<file path="src/rtl/seg7_scan_reader.sv">
// seg7_scan_reader: samples a multiplexed 4-digit 7-segment bus,
// debounces each digit, decodes it to BCD and publishes full frames.
module seg7_scan_reader #(
    parameter int STABLE_CYC = 4,
    parameter int TIMEOUT    = 256
) (
    input  logic        clk,
    input  logic        rst,
    input  logic [6:0]  seg,
    input  logic [3:0]  dig_sel,
    output logic [15:0] value,
    output logic [3:0]  digit_err,
    output logic        frame_valid,
    output logic        timeout
);

    localparam int SW = $clog2(STABLE_CYC + 1);
    localparam int TW = $clog2(TIMEOUT + 1);

    localparam logic [1:0] S_IDLE    = 2'd0;
    localparam logic [1:0] S_COLLECT = 2'd1;
    localparam logic [1:0] S_PUBLISH = 2'd2;

    localparam logic [SW-1:0] STAB_MAX = SW'(STABLE_CYC);
    localparam logic [SW-1:0] STAB_HIT = SW'(STABLE_CYC - 1);
    localparam logic [TW-1:0] TMO_LOAD = TW'(TIMEOUT - 1);

    logic [10:0]   samp_q;
    logic [10:0]   prev_q;
    logic [SW-1:0] stab_q, stab_d;
    logic [15:0]   shadow_q, shadow_d;
    logic [3:0]    serr_q, serr_d;
    logic [3:0]    seen_q, seen_d;
    logic [1:0]    state_q, state_d;
    logic [TW-1:0] tmo_q, tmo_d;
    logic [15:0]   value_q;
    logic [3:0]    derr_q;
    logic          to_q, to_d;

    logic       onehot;
    logic       same;
    logic       capture;
    logic [3:0] cap_mask;
    logic [3:0] dec;

    function automatic logic [3:0] seg_dec(input logic [6:0] p);
        logic [3:0] r;
        case (p)
            7'b1111110: r = 4'd0;
            7'b0110000: r = 4'd1;
            7'b1101101: r = 4'd2;
            7'b1111001: r = 4'd3;
            7'b0110011: r = 4'd4;
            7'b1011011: r = 4'd5;
            7'b1011111: r = 4'd6;
            7'b1110000: r = 4'd7;
            7'b1111111: r = 4'd8;
            7'b1111011: r = 4'd9;
            default:    r = 4'hF;
        endcase
        return r;
    endfunction

    // Stability tracking on the registered sample pair; blanking never counts.
    always_comb begin
        onehot   = (samp_q[3:0] != 4'b0)
                 && ((samp_q[3:0] & (samp_q[3:0] - 4'd1)) == 4'b0);
        same     = (samp_q == prev_q);
        capture  = onehot && same && (stab_q == STAB_HIT);
        cap_mask = capture ? samp_q[3:0] : 4'b0;
        dec      = seg_dec(samp_q[10:4]);
        stab_d   = SW'(1);
        if (onehot && same)
            stab_d = (stab_q == STAB_MAX) ? STAB_MAX : stab_q + SW'(1);
    end

    // Shadow nibble/error write for the captured digit (latest wins).
    always_comb begin
        shadow_d = shadow_q;
        serr_d   = serr_q;
        for (int n = 0; n < 4; n++) begin
            if (capture && samp_q[n]) begin
                shadow_d[4*n +: 4] = dec;
                serr_d[n]          = (dec == 4'hF);
            end
        end
    end

    // Frame collection FSM with capture-reloaded timeout counter.
    always_comb begin
        state_d = state_q;
        seen_d  = seen_q;
        tmo_d   = tmo_q;
        to_d    = 1'b0;
        case (state_q)
            S_IDLE: begin
                if (capture) begin
                    seen_d  = cap_mask;
                    tmo_d   = TMO_LOAD;
                    state_d = S_COLLECT;
                end
            end
            S_COLLECT: begin
                if (capture) begin
                    seen_d = seen_q | cap_mask;
                    tmo_d  = TMO_LOAD;
                    if (seen_d == 4'b1111)
                        state_d = S_PUBLISH;
                end else if (tmo_q == '0) begin
                    seen_d  = 4'b0;
                    to_d    = 1'b1;
                    state_d = S_IDLE;
                end else begin
                    tmo_d = tmo_q - TW'(1);
                end
            end
            S_PUBLISH: begin
                seen_d  = cap_mask;
                state_d = capture ? S_COLLECT : S_IDLE;
                if (capture)
                    tmo_d = TMO_LOAD;
            end
            default: begin
                seen_d  = 4'b0;
                state_d = S_IDLE;
            end
        endcase
    end

    // State registers; outputs load on the edge that enters PUBLISH.
    always_ff @(posedge clk) begin
        if (rst) begin
            samp_q   <= '0;
            prev_q   <= '0;
            stab_q   <= SW'(1);
            shadow_q <= '0;
            serr_q   <= '0;
            seen_q   <= '0;
            state_q  <= S_IDLE;
            tmo_q    <= '0;
            value_q  <= '0;
            derr_q   <= '0;
            to_q     <= 1'b0;
        end else begin
            samp_q   <= {seg, dig_sel};
            prev_q   <= samp_q;
            stab_q   <= stab_d;
            shadow_q <= shadow_d;
            serr_q   <= serr_d;
            seen_q   <= seen_d;
            state_q  <= state_d;
            tmo_q    <= tmo_d;
            to_q     <= to_d;
            if (state_d == S_PUBLISH) begin
                value_q <= shadow_d;
                derr_q  <= serr_d;
            end
        end
    end

    assign value       = value_q;
    assign digit_err   = derr_q;
    assign frame_valid = (state_q == S_PUBLISH);
    assign timeout     = to_q;

endmodule

</file>
<file path="config.mk">
export PLATFORM = sky130hd
export DESIGN_NAME = seg7_scan_reader
export DESIGN_NICKNAME = d
export VERILOG_FILES = /design/src/rtl/seg7_scan_reader.sv
export SDC_FILE = /design/constraint.sdc
export NUM_CORES = 1
export LEC_CHECK = 0
export ABC_AREA = 1
export BUFFER_PORTS_ARGS = -buffer_cell sky130_fd_sc_hd__buf_2
export CAP_MARGIN = 20
export CORE_MARGIN = 2
export CORE_UTILIZATION = 45
export CTS_BUF_LIST = sky130_fd_sc_hd__clkbuf_8
export DETAILED_ROUTE_END_ITERATION = 8
export GPL_ROUTABILITY_DRIVEN = 0
export HOLD_SLACK_MARGIN = 0.1
export PLACE_DENSITY_LB_ADDON = 0.3
export SYNTH_ARGS = -nofsm -noshare
export SYNTH_HDL_FRONTEND = slang
export SYNTH_SLANG_ARGS = --single-unit
</file>
<file path="constraint.sdc">
create_clock -name clk -period 2 [get_ports clk]
set_clock_uncertainty 0.05 [all_clocks]
set_input_delay 0.4 -clock clk [delete_from_list [all_inputs] [get_ports clk]]
set_output_delay 0.4 -clock clk [all_outputs]
set_load 0.005 [all_outputs]
</file>
=== After elaboration in Yosys (flattened, before gate mapping) ===
Index checks and enable logic that the tools add are counted.

* $add $sub $neg: 3
* Equal/unequal tests: 22
* Multiplexer cells: 26
* Bitwise gates (word level): 4
* Reduce and logical (&&, ||, !) cells: 18

{| class="wikitable"
|+ Operators with widths
! cell !! number
|-
| equality test 7 bit, second input constant || 8
|-
| case mux 4 bit (10 select lines) || 1
|-
| two-way mux 4 bit || 8
|-
| two-way mux 9 bit || 3
|-
| case mux 9 bit (2 select lines) || 1
|-
| equality test 7 x 6 -> 1 bit, second input constant || 2
|-
| case mux 4 bit (3 select lines) || 1
|-
| equality test 11 bit || 1
|-
| logical NOT 9 bit || 1
|-
| subtractor 9 x 1 -> 9 bit, second input constant || 1
|-
| equality test 4 bit, second input constant || 2
|-
| two-way mux 2 bit || 4
|-
| logical AND 1 bit || 7
|-
| two-way mux 1 bit || 6
|-
| != test 3 bit, second input constant || 2
|-
| case mux 2 bit (3 select lines) || 1
|-
| OR reduction 3 bit || 2
|-
| bitwise AND 4 bit || 1
|-
| equality test 2 bit, second input constant || 2
|-
| logical NOT 4 bit || 1
|-
| bitwise OR 4 bit || 1
|-
| nonzero test 4 bit || 1
|-
| OR reduction 2 bit || 2
|-
| subtractor 4 x 1 -> 4 bit, second input constant || 1
|-
| 12 further kinds || 13
|}

* Bits in registers: 81
* Output and inout bits: 22

=== Depth between registers and ports, before layout ===
* Word-level depth: 13
* Gate-level depth with buffers: 14
* Depth with buffers taken out: 14

=== Least setup slack after synthesis ===
OpenSTA, ideal clock, no wires.

* Path type: reg2reg
* From: reg samp_q[1]
* To: reg value_q[10], in the netlist value[10]
* Setup time: 0.115 ns
* Data arrival time: 1.717 ns
* Path slack: 0.118 ns
* Stages on the path, launching flop included: 13
* Period minus slack after synthesis: 1.882 ns
* Path through: dfxtp_1 -> buf_2 -> xnor2_1 -> nand3_1 -> nor2_4 -> nand4_2 -> nand2_2 -> nand2_2 -> nor2_4 -> buf_6 -> nand3_1 -> nand2_1 -> nor2_1

* Word-level cells in the longest chain between the ends: 13
* Elaborated cells on any way between the ends: 19

{| class="wikitable"
|+ Ends and longest elaborated chain
! element !! line !! RTL
|-
| start, declared || 28 || <nowiki>logic [10:0] samp_q;</nowiki>
|-
| start signal, assigned || 145 || <nowiki>samp_q <= {seg, dig_sel};</nowiki>
|-
| subtractor 4 x 1 -> 4 bit || 67 || <nowiki>&& ((samp_q[3:0] & (samp_q[3:0] - 4'd1)) == 4'b0);</nowiki>
|-
| bitwise AND 4 bit || 67 ||
|-
| logical NOT 4 bit || 67 ||
|-
| logical AND 1 bit || 67 ||
|-
| logical AND 1 bit (2 in a row) || 69 || <nowiki>capture = onehot && same && (stab_q == STAB_HIT);</nowiki>
|-
| two-way mux 4 bit || 70 || <nowiki>cap_mask = capture ? samp_q[3:0] : 4'b0;</nowiki>
|-
| bitwise OR 4 bit || 105 || <nowiki>seen_d = seen_q | cap_mask;</nowiki>
|-
| equality test 4 bit || 107 || <nowiki>if (seen_d == 4'b1111)</nowiki>
|-
| two-way mux 2 bit || 107 ||
|-
| two-way mux 2 bit || 104 || <nowiki>if (capture) begin</nowiki>
|-
| case mux 2 bit (3 select lines) || 95 || <nowiki>case (state_q)</nowiki>
|-
| equality test 2 bit || 154 || <nowiki>if (state_d == S_PUBLISH) begin</nowiki>
|-
| end signal, assigned || 155 || <nowiki>value_q <= shadow_d;</nowiki>
|-
| end, declared || 36 || <nowiki>logic [15:0] value_q;</nowiki>
|}

Parallel ways exist; a longest one is shown, timed or not.
A chain may end at the register's enable or synchronous reset.

=== Final worst setup path ===
* From: reg samp_q[5]
* To: reg value_q[1], in the netlist value[1]

* Word-level cells in the longest chain between the ends: 10
* Elaborated cells on any way between the ends: 25

{| class="wikitable"
|+ Ends and longest elaborated chain
! element !! line !! RTL
|-
| equality test 11 bit || 68 || <nowiki>same = (samp_q == prev_q);</nowiki>
|-
| logical AND 1 bit (2 in a row) || 69 ||
|-
| two-way mux 4 bit || 70 ||
|-
| bitwise OR 4 bit || 105 ||
|-
| equality test 4 bit || 107 ||
|-
| two-way mux 2 bit || 107 ||
|-
| two-way mux 2 bit || 104 ||
|-
| case mux 2 bit (3 select lines) || 95 ||
|-
| equality test 2 bit || 154 ||
|}

Parallel ways exist; a longest one is shown, timed or not.

==> metrics <==
initial antenna violation count=0; M1 GR Usage=0.273; clock buffer depth=2; ant diodes=0; layout net count=640; DR vias/cell=4.92; GR Overflow Total=0; pre-CTS setup slack=-89.6 ps; P_sw=842 uW; synthesized instance count=555; GRT Max-Usage Layer=met2; CP Launch Type=flip-flop; DRC viols=0; FF-to-FF setup slack=-30 ps; failing checks=setup timing; first-pass GRT wire length=14.5 mm; Relative slew margins=0.644; Initial Utilization=0.462; register area share after synthesis=0.429; CTS tree=done; Final WS setup=-25.6 ps; Cell Rows=33; via count=3606; Worst IR Drop VDD=0.391 mV; Area Growth Syn to Fin=28.1%; crit path DAT=2240 ps; largest net degree at the start of global routing=51; Port Buf Inserts=34; DR pass1 iterations=4; asr flop ratio synth=0; Die ar.=9150 um2; Skew-Pair Late Insertion Delay=360 ps; core area=8180 um2; DIE HEIGHT=95.6 um; Synth Register Bits=81; die width=95.6 um; FMAX=0.494 GHz; leakage=0.00231 uW; Hold Path Class=in -> reg; H-tree levels=3; Overall Global Routing Usage=0.203; critical path required time=2220 ps; Worst Max-Slew Pin Slew=534 ps; clk root buf=clkbuf_8; mapped cell area=3780 um2; IO Count=35; GR Util met2=0.328; outcome=finished, violations left; Tcrit/Tclk final=1.01; unrepaired setup endpoints after global routing=yes; Final min period=2030 ps; Post-Route Utilization=0.592; GR Util met3=0.0332; placed wire-length estimate=6.01 mm; EDFF count, synth=0; Syn Nets=572; setup violators final=4; antenna viol nets, final=0; Reg clk slew, reported paths=100 ps; worst-path fanout max=5; vias in the first global route=3216; Synth warnings=0; Num Clock Sinks=81; syn_area_per_cell=6.81 um2; Max-Cap Viols=0; commonest non-fill, non-tap cell in the layout=nand2_1; Seq pwr share=0.523; Fin. Hold Viols=0; commonest non-fill, non-tap cells in the layout=nand2_1, nor2_1, dfxtp_1; Clk pwr share=0.403; PwrDens=654 nW/um2; Crit. End Element=flip-flop; Crit Path Category=reg -> reg; combinational share of power=0.075; Synth cell types=32; total CTS buffers=9; max-slew violation count=0; most common flop cell mapped by yosys=dfxtp_1; internal power=2330 uW; initial DRC count=179; Net Sw Frac=0.266; ratio of cells with drive above 1 in the final layout=0.312; final wirelength=9.22 mm; wire length per cell=12.6 um
==> critical path, stage by stage, from the launching register on <==
cell and delay, ps:
dfxtp_4 370, inv_2 50, nand2_2 50, nand2_2 70, nor2_2 110, nand2_2 70
nor2_4 250, nand4_4 140, buf_4 160, inv_1 140, nand2_1 80, o21ai_0 180
nand3_2 110, nand2_1 70, nor2_1 40
==> worst paths after layout <==
path	start	endpoint	depth (start not counted)
setup / recovery	samp_q[5]	value[1]	14
hold / removal	seg[4]	samp_q[8]	3
hold reg to reg	tmo_q[0]	tmo_q[0]	1
setup reg to reg	samp_q[5]	value[1]	14
==> stage by stage <==
stage / std cells / TNS (ps) / hold slack [ps] / area (um2) / total power [uW]
4_1_cts: 727 / -93.3 / 171 / 4540 / 3160
3_3_place_gp: 705 / -359 / 390 / 4210 / 1890
2_1_floorplan: 555 / 0 / 372 / 3780 / 1830
6_report: 733 / -44.9 / 178 / 4840 / 3170
5_1_grt: 733 / -2770 / 173 / 4840 / 3310
3_5_place_dp: 705 / -509 / 393 / 4210 / 1890
==> cells by family after synthesis <==
group	count (synthesis)	share of synthesized area
and+or+nand+nor	287	0.330
buffers and inverters	101	0.111
xor gates and xnor gates	3	0.00695
DFF	81	0.429
AOI/OAI and AO/OA	79	0.110
adders and majority gates	4	0.0132
==> final cells by class <==
cell class | instances | area, um2
fillers | 760 | 3330
clock buffers | 9 | 124
inverters | 82 | 315
multi-input cells | 373 | 2010
well taps | 105 | 131
flip-flops and latches | 81 | 1660
repair buffers | 76 | 520
clock inverters | 7 | 86.3
==> power by group through the flow <==
| stage | logic, uW | registers (uW) | clock network [uW] |
|---|---|---|---|
| final | 236 | 1660 | 1280 |
| after global routing | 264 | 1660 | 1380 |
| after CTS | 202 | 1660 | 1300 |
| after detailed placement | 198 | 1690 | 0 |
| after global placement | 196 | 1690 | 0 |
| after floorplan | 140 | 1690 | 0 |
==> layer usage <==
metal,part of all wire,wire (um)
met5,0,0
met4,0.021,191
met3,0.033,302
met2,0.48,4470
met1,0.46,4260
==> state kept, by name (all words and copies together), names as in the netlist <==
register	flops
digit_err	4
prev_q	11
samp_q	11
seen_q	4
serr_q	4
shadow_q	16
stab_q	3
state_q	2
timeout	1
tmo_q	9
value	16
==> Yosys cell counts, types with 5 or more instances <==
| library cell | number | area [um2] |
|---|---|---|
| nand2_1 | 124 | 465 |
| nor2_1 | 100 | 375 |
| dfxtp_1 | 81 | 1620 |
| inv_1 | 70 | 263 |
| nand3_1 | 35 | 175 |
| a21oi_1 | 32 | 160 |
| o21ai_0 | 32 | 160 |
| inv_2 | 12 | 45.0 |
| clkbuf_1 | 11 | 41.3 |
| nand2_2 | 7 | 43.8 |
| o21ai_1 | 7 | 35.0 |
| nand4_1 | 5 | 31.3 |
==> repair_timing <==
action | 4_1_cts | 5_1_grt
endpoints found under the hold margin | 0 | 0
resized for setup | 15 | 99
endpoints found under the setup margin | 29 | 52
buffers inserted | 4 | 9
cloned | 2 | 0
hold buffers | 0 | 0
pin swaps | 1 | 27
No activity file was read; power rests on OpenSTA's default activity.
